File: src/rtl/divider_ctrl.sv
// Run/stop and ratio controller for the free-running clock divider counter.
// Optional clk_out toggle output is built when DIVIDER_CTRL_TOGGLE_EN is defined.
module divider_ctrl #(
  parameter int WIDTH       = 32,
  parameter int DEFAULT_DIV = 10
) (
  input  logic             clk,
  input  logic             rst,
  input  logic             start,
  input  logic             stop,
  input  logic             cfg_valid,
  input  logic [WIDTH-1:0] cfg_div,
  output logic             cfg_ready,
  output logic             cfg_err,
  output logic [WIDTH-1:0] count,
  output logic             tick,
  output logic             busy
`ifdef DIVIDER_CTRL_TOGGLE_EN
  ,
  output logic             clk_out
`endif
);

  typedef enum logic [1:0] {
    ST_IDLE = 2'd0,
    ST_RUN  = 2'd1,
    ST_PEND = 2'd2
  } state_t;

  localparam logic [WIDTH-1:0] LP_DEFAULT = WIDTH'(DEFAULT_DIV);
  localparam logic [WIDTH-1:0] LP_ONE     = WIDTH'(1);

  state_t           r_state;
  logic [WIDTH-1:0] r_count;
  logic [WIDTH-1:0] r_div;
  logic [WIDTH-1:0] r_pend;
  logic             r_tick;
  logic             r_busy;
  logic             r_cfg_ready;
  logic             r_cfg_err;

  logic w_xfer;
  logic w_div_ok;
  logic w_load;
  logic w_wrap;

  // A ratio transfers when cfg_valid && cfg_ready in the same cycle; a zero
  // ratio still completes the transfer but is rejected with a cfg_err pulse.
  assign w_xfer   = cfg_valid && r_cfg_ready;
  assign w_div_ok = (cfg_div != '0);
  assign w_load   = w_xfer && w_div_ok;
  assign w_wrap   = (r_count == r_div - LP_ONE);

  always_ff @(posedge clk or posedge rst) begin
    if (rst) begin
      r_state     <= ST_IDLE;
      r_count     <= '0;
      r_div       <= LP_DEFAULT;
      r_pend      <= '0;
      r_tick      <= 1'b0;
      r_busy      <= 1'b0;
      r_cfg_ready <= 1'b1;
      r_cfg_err   <= 1'b0;
    end else begin
      r_cfg_err <= w_xfer && !w_div_ok;
      r_tick    <= 1'b0;
      case (r_state)
        ST_IDLE: begin
          r_count     <= '0;
          r_cfg_ready <= 1'b1;
          if (w_load) r_div <= cfg_div;
          if (start && !stop) begin
            r_state <= ST_RUN;
            r_busy  <= 1'b1;
          end
        end
        ST_RUN: begin
          if (stop) begin
            // A ratio offered alongside stop loads as if already idle.
            r_state     <= ST_IDLE;
            r_busy      <= 1'b0;
            r_count     <= '0;
            r_cfg_ready <= 1'b1;
            if (w_load) r_div <= cfg_div;
          end else begin
            if (w_wrap) begin
              r_count <= '0;
              r_tick  <= 1'b1;
            end else begin
              r_count <= r_count + LP_ONE;
            end
            if (w_load) begin
              r_pend      <= cfg_div;
              r_state     <= ST_PEND;
              r_cfg_ready <= 1'b0;
            end
          end
        end
        ST_PEND: begin
          if (stop) begin
            r_state     <= ST_IDLE;
            r_busy      <= 1'b0;
            r_count     <= '0;
            r_div       <= r_pend;
            r_cfg_ready <= 1'b1;
          end else if (w_wrap) begin
            // The old period completes in full before the new ratio takes over.
            r_count     <= '0;
            r_tick      <= 1'b1;
            r_div       <= r_pend;
            r_state     <= ST_RUN;
            r_cfg_ready <= 1'b1;
          end else begin
            r_count <= r_count + LP_ONE;
          end
        end
        default: begin
          r_state     <= ST_IDLE;
          r_busy      <= 1'b0;
          r_count     <= '0;
          r_cfg_ready <= 1'b1;
        end
      endcase
    end
  end

`ifdef DIVIDER_CTRL_TOGGLE_EN
  logic r_clk_out;

  always_ff @(posedge clk or posedge rst) begin
    if (rst) begin
      r_clk_out <= 1'b0;
    end else if (r_tick) begin
      r_clk_out <= ~r_clk_out;
    end
  end

  assign clk_out = r_clk_out;
`endif

  assign count     = r_count;
  assign tick      = r_tick;
  assign busy      = r_busy;
  assign cfg_ready = r_cfg_ready;
  assign cfg_err   = r_cfg_err;

endmodule
File: config.mk
export PLATFORM = sky130hd
export DESIGN_NAME = divider_ctrl
export DESIGN_NICKNAME = d
export VERILOG_FILES = /design/src/rtl/divider_ctrl.sv
export SDC_FILE = /design/constraint.sdc
export NUM_CORES = 1
export LEC_CHECK = 0
export ABC_AREA = 1
export CORE_MARGIN = 1
export CORE_UTILIZATION = 45
export CTS_CLUSTER_SIZE = 30
export DETAILED_ROUTE_END_ITERATION = 6
export PLACE_DENSITY = 0.62
export REMOVE_ABC_BUFFERS = 1
export SLEW_MARGIN = 20
export SYNTH_ARGS = -nofsm -noshare
export SYNTH_HDL_FRONTEND = slang
export SYNTH_SLANG_ARGS = --single-unit
File: constraint.sdc
create_clock -name clk -period 9.8 [get_ports clk]
set_input_delay 1.47 -clock clk [delete_from_list [all_inputs] [get_ports clk]]
set_output_delay 1.47 -clock clk [all_outputs]
set_load 0.05 [all_outputs]
==> results of run 1 <==
[worst min-delay path, cell delays in order, from the launching register on]
cell	delay, ns
dfstp_2	0.38
nand2_1	0.05
nand2_1	0.04
[stage by stage]
| step | hold slack (ns) | cells | power, mW | cell area (um^2) |
|---|---|---|---|---|
| 2_1_floorplan | 0.4419 | 857 | 1.296 | 6240 |
| 3_3_place_gp | 0.4629 | 1114 | 1.484 | 7237 |
| 3_5_place_dp | 0.4690 | 1114 | 1.497 | 7237 |
| 4_1_cts | 0.4819 | 1129 | 1.869 | 7533 |
| 5_1_grt | 0.5049 | 1129 | 2.020 | 7537 |
| 6_report | 0.4766 | 1129 | 1.851 | 7537 |
[worst max-delay path by stage]
stage	depth (start not counted)	to	start	slack [ns]
global placement	11	r_div[27]$_DFFE_PP0P_	cfg_div[7]	5.78
finish	11	r_div[23]$_DFFE_PP0P_	cfg_div[6]	6.15
CTS	11	r_div[11]$_DFFE_PP0P_	cfg_div[7]	6.09
detailed placement	11	r_div[11]$_DFFE_PP0P_	cfg_div[7]	5.72
floorplan	5	r_pend[0]$_DFFE_PP0P_	stop	5.19
global route	16	r_div[25]$_DFFE_PP0P_	r_div[16]$_DFFE_PP0P_	5.90
[cells by family (layout without fill, tap and decap cells)]
kind of cell,after synthesis,in the layout,share of synthesized area
AO/OA/AOI/OAI,94,94,0.08895
flip-flops,102,102,0.4003
XOR/XNOR,46,46,0.06309
AND/OR/NAND/NOR,509,509,0.3542
adder cells (fa/ha/maj),6,6,0.01176
buffers and inverters,129,192,0.08170
[routing by layer]
| metal | vias to the layer above | routed length [um] |
|---|---|---|
| li1 | 2968 | - |
| met3 | 14 | 379 |
| met5 | - | 0 |
| met2 | 90 | 6441 |
| met1 | 2571 | 7486 |
| met4 | 0 | 232 |
[power breakdown]
part	internal [mW]	leakage (nW)	switching [mW]
combinational	0.304	1.98	0.478
clock	0.204	0.149	0.160
sequential	0.567	1.27	0.138
total	1.08	3.39	0.776
[cells in the final DEF, fill, tap and decap left out, types with 8 or more instances in the layout]
cell type / Yosys / routed
nand3_1: 26 / 26
nand4_1: 57 / 57
nand2_2: 8 / 8
clkbuf_16: 0 / 9
nand2_1: 265 / 265
inv_1: 97 / 96
xnor2_1: 20 / 20
nor2_1: 110 / 109
o21ai_0: 42 / 42
clkdlybuf4s50_1: 0 / 72
o21a_1: 32 / 32
xor2_1: 26 / 26
dfrtp_1: 99 / 99
nor3_1: 15 / 15
[flip-flops by register name, indices dropped and copies added, names as in the netlist]
name       cells
r_state        2
count         32
cfg_err        1
busy           1
tick           1
cfg_ready      1
r_pend        32
r_div         32
[layout make-up]
| cell class | count | area, um^2 | area share |
|---|---|---|---|
| flip-flops and latches | 102 | 2556 | 0.3391 |
| repair buffers | 77 | 762.0 | 0.1011 |
| multi-input cells | 655 | 3319 | 0.4404 |
| well taps | 180 | 225.2 | 0.02988 |
| inverters | 100 | 377.9 | 0.05013 |
| clock buffers | 10 | 239.0 | 0.03171 |
| clock inverters | 5 | 57.56 | 0.007636 |
==> reports/results.ini, run 1 <==
[synth]
yosysMostFrequentCell = nand2_1
ys_seq_elements = 102
synthArstFlopShare = 1.000
synth_top_cells_by_area = dfrtp_1 39%, nand2_1 16%, nor2_1 6.5%, inv_1 5.7%, nand4_1 5.6%
synthFlopType = dfrtp_1
yosys-top-cells-count = 265 x nand2_1, 110 x nor2_1, 99 x dfrtp_1
synth_area_per_cell_um2 = 7.208
syn_inst = 886
ys_types = 35
netlist.area_leader.share = 0.3879
synth_edf_count = 0
yosysWarnings = 0
synth.cell_area_mm2 = 0.006386
yosysSeqAreaShare = 0.4003
yosysTopAreaCell = dfrtp_1

[timing]
tns_ns = 0
setup_ws_ns = 6.148
max_freq_mhz = 273.8
fin_crit_ns = 3.652
relSlewSlack = 0.4253
period_share = 0.3727
hold_violations = 0
worst_pin_slew_ns = 0.8600
skew_ns = 0.01061
slew_violations = 0
rsz0062_at_grt = no
finalSetupViolCount = 0

[route]
ant_nets = 0
drt_first_pass_iters = 6
via_per_inst = 4.998
drtIter0Drc = 311
drc = 1
wirelength_um = 14540
wl_per_cell_um = 12.88
vias = 5643

[hold_path]
hold_path_class = register to register
holdPathEnd = cfg_ready$_DFFE_PP1P_
holdPathStages = 2
min_from = cfg_ready$_DFFE_PP1P_

[final_layout]
antenna_cells = 0
fillCellCount = 1433
utilization = 0.5430
final_nets = 988
drive_gt1_frac = 0.05163
synthToLayoutAreaGrowth_pct = 18.03

[global_route]
antenna_found_initial = 0
grt_util_met3 = 0.02585
grt.met2_usage = 0.3286
grt_overflow = 0
grt_util_met1 = 0.3158
busiest_layer = met2
grt_use_total = 0.2166
grt_pass1_wl_um = 25160
grt_max_degree = 80
grt_pass1_vias = 5180

[die]
coreArea_mm2 = 0.01388
die-area_mm2 = 0.01467
num_rows = 43
pin_count = 73
initial_core_util = 0.4601
die_h_um = 121.1
die_w_um = 121.1

[critical_path]
crit_top_cell = nand2_1
crit_fanout = 33
path_delay_family = simple AND/OR/NAND/NOR gates
worstSetupStartpointType = input pin
crit_type = input pin to register
end_kind = register
r2r_setup_slack_ns = 6.34
cpPeakStageDelay_ns = 0.49
worstPathArrival_ns = 3.95
crit_buf_inv = 3
cp_data_required_time_ns = 10.09
slowest_stage = nor4_1
rr_worst_depth = 16
r2r_start = r_div[1]$_DFFE_PP1P_
cp_cell_sequence = clkdlybuf4s50_1, inv_1, nand4_1, nor4_1, nand2_1, nand2_1, o21ai_2, buf_4, nand3_2, nand2_1, nand2_1
r2r_end = r_div[23]$_DFFE_PP0P_

[place]
dp_slack_ns = 5.718
io_buffers = 72
hpwl_um = 10820
gp_congestion = 0.8409

[run]
max_cap_viol_count = 0

[clocking]
cts-resized-gates = 0
cts_sinks = 102
cts_buffers = 9
cts_tree = yes
clk_path_buf_depth = 2
post_cts_buffers = 0
root_buffer = clkbuf_16
clock_latency_ns = 0.36
postCtsHoldBufs = 0
clk_pin_slew_ns = 0.07
cts-htree-levels = 3

[power_and_ir_drop]
p_leak_nw = 3.394
peakVddDrop_v = 0.0001031
powerDensity_mw_per_mm2 = 245.6

[status]
status = finished, violations left
failed_checks = design-rule violations

Power figures use the tool's default switching activity.
==> run 2: changes to the inputs <==
==> constraint.sdc (replaced) <==
create_clock -name clk -period 3.8 [get_ports clk]
set_input_delay 0.57 -clock clk [delete_from_list [all_inputs] [get_ports clk]]
set_output_delay 0.57 -clock clk [all_outputs]
set_load 0.05 [all_outputs]
==> reports/results.ini, run 2 (synthesis results as in run 1) <==
[route]
drtIter0Drc = 355
drt_first_pass_iters = 7
via_per_inst = 4.966
vias = 5617
wl_per_cell_um = 13.00
drc = 1
wirelength_um = 14710
ant_nets = 0

[global_route]
grt_max_degree = 65
antenna_found_initial = 0
grt_pass1_vias = 5035
grt_pass1_wl_um = 25190
grt_use_total = 0.2168
grt_overflow = 0

[power_and_ir_drop]
p_leak_nw = 3.425
powerDensity_mw_per_mm2 = 646.2
peakVddDrop_v = 0.0002445
finalPower_mw = 4.913

[hold_path]
holdPathStages = 2
min_from = cfg_ready$_DFFE_PP1P_
hold_path_class = register to register
holdPathEnd = cfg_ready$_DFFE_PP1P_

[place]
io_buffers = 72
hpwl_um = 11000
gp_congestion = 0.8411
dp_slack_ns = 0.8315
placedCellCount = 1115

[critical_path]
cp_data_required_time_ns = 4.03
worstSetupStartpointType = register
r2r_setup_slack_ns = 0.94
worstPathArrival_ns = 3.09
end_kind = register
r2r_end = r_div[22]$_DFFE_PP0P_
crit_fanout = 32
rr_worst_depth = 15
r2r_start = r_div[0]$_DFFE_PP0P_
crit_type = register to register

[timing]
worst_pin_slew_ns = 0.8483
period_share = 0.7522
relSlewSlack = 0.4331
slew_violations = 0
skew_ns = 0.008254
fin_crit_ns = 2.858
max_freq_mhz = 349.8
rsz0062_at_grt = no
finalSetupViolCount = 0
setup_ws_ns = 0.9415
tns_ns = 0
hold_violations = 0

[die]
num_rows = 43
pin_count = 73
coreArea_mm2 = 0.01388
die_w_um = 121.1
die-area_mm2 = 0.01467
die_h_um = 121.1
initial_core_util = 0.4601

[clocking]
root_buffer = clkbuf_16
clk_pin_slew_ns = 0.07
cts_tree = yes
cts-htree-levels = 3
clock_latency_ns = 0.35
cts-resized-gates = 0
post_cts_buffers = 0
clk_path_buf_depth = 2
postCtsHoldBufs = 0
cts_buffers = 9
cts_sinks = 102

[final_layout]
final_cell_mix = 265 x nand2_1, 109 x nor2_1, 99 x dfrtp_1
final_nets = 989
final_common_cell = nand2_1
fillCellCount = 1389
drive_gt1_frac = 0.05363
antenna_cells = 0
synthToLayoutAreaGrowth_pct = 19.04
layout.cells.non_filler = 1131

[status]
status = finished, violations left
failed_checks = design-rule violations

[run]
max_cap_viol_count = 0

[run 2: cell types whose count changed in the layout (fill, tap and decap cells not counted)]
cell	before	now
bufinv_16	1	3
buf_12	0	1
buf_4	4	5
buf_6	1	0
clkbuf_8	1	0
clkinv_4	1	0
inv_8	0	1
[run 2: through the flow]
stage               utilization  cell area (um^2)  hold slack, ns
floorplan                     -              6240          0.4419
global placement         0.5228              7257          0.4676
detailed placement       0.5228              7257          0.4714
CTS                      0.5477              7602          0.4819
global route             0.5477              7602          0.5015
finish                   0.5477              7602          0.4762
[run 2: how the worst max path moves through the flow]
stage / from / end / slack (ns) / cells after the start
after global routing: r_div[0]$_DFFE_PP0P_ / r_div[16]$_DFFE_PP0P_ / 0.50 / 17
final: r_div[0]$_DFFE_PP0P_ / r_div[22]$_DFFE_PP0P_ / 0.94 / 15
after CTS: r_div[0]$_DFFE_PP0P_ / r_div[0]$_DFFE_PP0P_ / 0.86 / 15
after global placement: cfg_div[7] / r_div[28]$_DFFE_PP0P_ / 0.88 / 10
after floorplan: stop / r_pend[0]$_DFFE_PP0P_ / 0.09 / 5
after detailed placement: cfg_div[7] / r_div[8]$_DFFE_PP0P_ / 0.83 / 10
[run 2: report_power, final]
part           total (mW)  leakage (nW)  internal, mW  switching [mW]
clock network        1.08         0.172         0.649           0.429
logic                2.03          1.99         0.789            1.24
registers            1.81          1.27          1.46           0.345
total                4.91          3.42          2.90            2.01
[run 2: layout make-up]
cell class | count | area (um^2) | share of cell area
Inverter | 100 | 377.9 | 0.04970
Clock buffer | 9 | 225.2 | 0.02962
Timing Repair Buffer | 78 | 778.2 | 0.1024
Tap cell | 180 | 225.2 | 0.02962
Multi-Input combinational cell | 655 | 3319 | 0.4366
Sequential cell | 102 | 2556 | 0.3362
Clock inverter | 7 | 120.1 | 0.01580
[run 2: worst max-delay path, cell delays in order, from the launching register on]
cell     delay (ns)
dfrtp_1        0.39
inv_1          0.13
ha_1           0.22
nand2_2        0.13
nor2_8         0.21
nand2_2        0.11
xor2_1         0.14
nand2_1        0.06
nor2_1         0.14
nand2_1        0.07
nor2_1         0.11
nand3_2        0.14
nand2_2        0.11
nand3_2        0.46
nand2_1        0.22
nand2_1        0.06
[run 2: routing by layer]
layer | GRT usage | vias to the layer above | wire, um
met5 | 0 | - | 0
met4 | 0.07022 | 0 | 221
met3 | 0.02585 | 13 | 363
met2 | 0.3218 | 85 | 6454
met1 | 0.3255 | 2537 | 7667
li1 | - | 2982 | -
==> run 3: changes to the inputs <==
--- a/config.mk
+++ b/config.mk
@@ -10,7 +10,7 @@
 export CORE_UTILIZATION = 45
 export CTS_CLUSTER_SIZE = 30
 export DETAILED_ROUTE_END_ITERATION = 6
-export PLACE_DENSITY = 0.62
+export PLACE_DENSITY = 0.65
 export REMOVE_ABC_BUFFERS = 1
 export SLEW_MARGIN = 20
 export SYNTH_ARGS = -nofsm -noshare
==> constraint.sdc (replaced) <==
create_clock -name clk -period 2.3 [get_ports clk]
set_input_delay 0.345 -clock clk [delete_from_list [all_inputs] [get_ports clk]]
set_output_delay 0.345 -clock clk [all_outputs]
set_load 0.05 [all_outputs]
==> reports/results.ini, run 3 (synthesis results as in run 1) <==
[status]
status = finished, violations left
failed_checks = negative setup slack

[run]
max_cap_viol_count = 0

[critical_path]
endpoint = r_div[7]$_DFFE_PP0P_
rr_worst_depth = 15
worstSetupStartpointType = register
r2r_end = r_div[7]$_DFFE_PP0P_
crit_type = register to register
r2r_setup_slack_ns = -0.08
end_kind = register
crit_fanout = 16
worstPathArrival_ns = 2.62
cp-startpoint = r_div[21]$_DFFE_PP0P_
cp_data_required_time_ns = 2.55
r2r_start = r_div[21]$_DFFE_PP0P_

[route]
drtIter0Drc = 354
via_per_inst = 5.034
drt_first_pass_iters = 5
vias = 6121
ant_nets = 0
drc = 0
wl_per_cell_um = 13.85
wirelength_um = 16840

[power_and_ir_drop]
p_switching_mw = 3.948
peakVddDrop_v = 0.0004670
p_sw_frac = 0.4207
power_frac_comb = 0.507
cell_internal_pwr_mw = 5.437
seqPwrFrac = 0.326
p_leak_nw = 4.010
p_clk_frac = 0.167
powerDensity_mw_per_mm2 = 1070

[timing]
max_freq_mhz = 420.5
rsz0062_at_grt = yes
skew_ns = 0.007861
slew_violations = 0
hold_ws_ns = 0.3259
period_share = 1.034
setup_ws_ns = -0.07809
tns_ns = -1.737
worst_pin_slew_ns = 0.5315
finalSetupViolCount = 33
relSlewSlack = 0.6443
hold_violations = 0
fin_crit_ns = 2.378

[final_layout]
synthToLayoutAreaGrowth_pct = 37.40
antenna_cells = 0
final_nets = 1074
layout.cells.non_filler = 1216
fillCellCount = 1249
final_cell_mix = 233 x nand2_1, 93 x inv_1, 92 x dfrtp_1
utilization = 0.6321
fin_area_mm2 = 0.008775
drive_gt1_frac = 0.2075
final_common_cell = nand2_1

[global_route]
antenna_found_initial = 0
grt_pass1_wl_um = 26200
grt_overflow = 0
grt_max_degree = 65
grt_pass1_vias = 5513
grt_use_total = 0.2281

[clocking]
clk_path_buf_depth = 2
cts_sinks = 102
clock_latency_ns = 0.36
clk_pin_slew_ns = 0.07
cts-htree-levels = 3
root_buffer = clkbuf_16
cts_buffers = 9
cts_tree = yes

[die]
initial_core_util = 0.4601
coreArea_mm2 = 0.01388
pin_count = 73
die_h_um = 121.1
die-area_mm2 = 0.01467
num_rows = 43
die_w_um = 121.1

[place]
gp_congestion = 0.8768
dpl_cell_area_mm2 = 0.007845
hpwl_um = 11630
placedCellCount = 1180
io_buffers = 72

[hold_path]
hold_path_class = input pin to async pin

run 3: changes by cell type in the layout (fill, tap and decap cells not counted), sizes merged:
cell / delta
buf: +79
clkinv: +1
nor2: +1
inv: -1
clkbuf: +7
bufinv: -2
run 3: area by class of cell:
type / count / area, um^2 / area share
Inverter: 100 / 380.4 / 0.04335
Timing Repair Buffer: 162 / 1624 / 0.1851
Tap cell: 180 / 225.2 / 0.02567
Clock inverter: 5 / 57.56 / 0.006559
Sequential cell: 102 / 2565 / 0.2923
Clock buffer: 11 / 242.7 / 0.02766
Multi-Input combinational cell: 656 / 3680 / 0.4194
run 3: how the worst min path moves through the flow:
stage | start | end | slack [ns] | cells past startpoint
2_1_floorplan | r_div[0]$_DFFE_PP0P_ | r_div[0]$_DFFE_PP0P_ | 0.44 | 2
3_3_place_gp | r_div[0]$_DFFE_PP0P_ | r_div[0]$_DFFE_PP0P_ | 0.46 | 2
3_5_place_dp | r_div[0]$_DFFE_PP0P_ | r_div[0]$_DFFE_PP0P_ | 0.46 | 2
4_1_cts | rst | r_pend[0]$_DFFE_PP0P_ | 0.34 | 2
5_1_grt | rst | r_pend[0]$_DFFE_PP0P_ | 0.36 | 2
6_report | rst | r_pend[0]$_DFFE_PP0P_ | 0.33 | 2
run 3: what timing repair did:
| item | 4_1_cts | 5_1_grt |
|---|---|---|
| pin swaps | 10 | 28 |
| endpoints found under the setup margin | 58 | 68 |
| setup buffers | 1 | 13 |
| gates resized for setup | 23 | 88 |
| cloned | 1 | 6 |
| hold buffers | 0 | 0 |
run 3: per-stage QoR:
step,worst slack [ns],power [mW]
finish,-0.07809,9.386
global route,-0.2547,10.08
CTS,-0.03760,8.635
detailed placement,-0.1650,6.880
global placement,-0.1074,6.802
floorplan,-1.395,5.520
run 3: layer usage:
metal | global-route usage | wire [um] | vias up
li1 | - | - | 3142
met1 | 0.3243 | 7844 | 2830
met2 | 0.3521 | 7982 | 127
met3 | 0.02867 | 631 | 22
met4 | 0.08951 | 384 | 0
met5 | 0 | 0 | -
run 3: power by group through the flow:
stage	clock [mW]	combinational (mW)	sequential, mW
CTS	1.60	4.08	2.95
floorplan	0	2.58	2.94
detailed placement	0	3.91	2.97
global placement	0	3.84	2.96
finish	1.57	4.76	3.06
global route	1.67	5.27	3.14
run 3: critical path: stages, from the launching register on:
cell and delay, ns:
dfrtp_1 0.47, nor2_1 0.23, nand2_1 0.11, nor2_1 0.18, nand2_1 0.12, o21ai_2 0.11, nand2_1 0.07, nor2_1 0.08
nand2_1 0.06, nor2_2 0.13, nand3_2 0.13, nand2_4 0.12, nand3_4 0.12, clkbuf_16 0.21, nand2_1 0.07, nand2_1 0.05
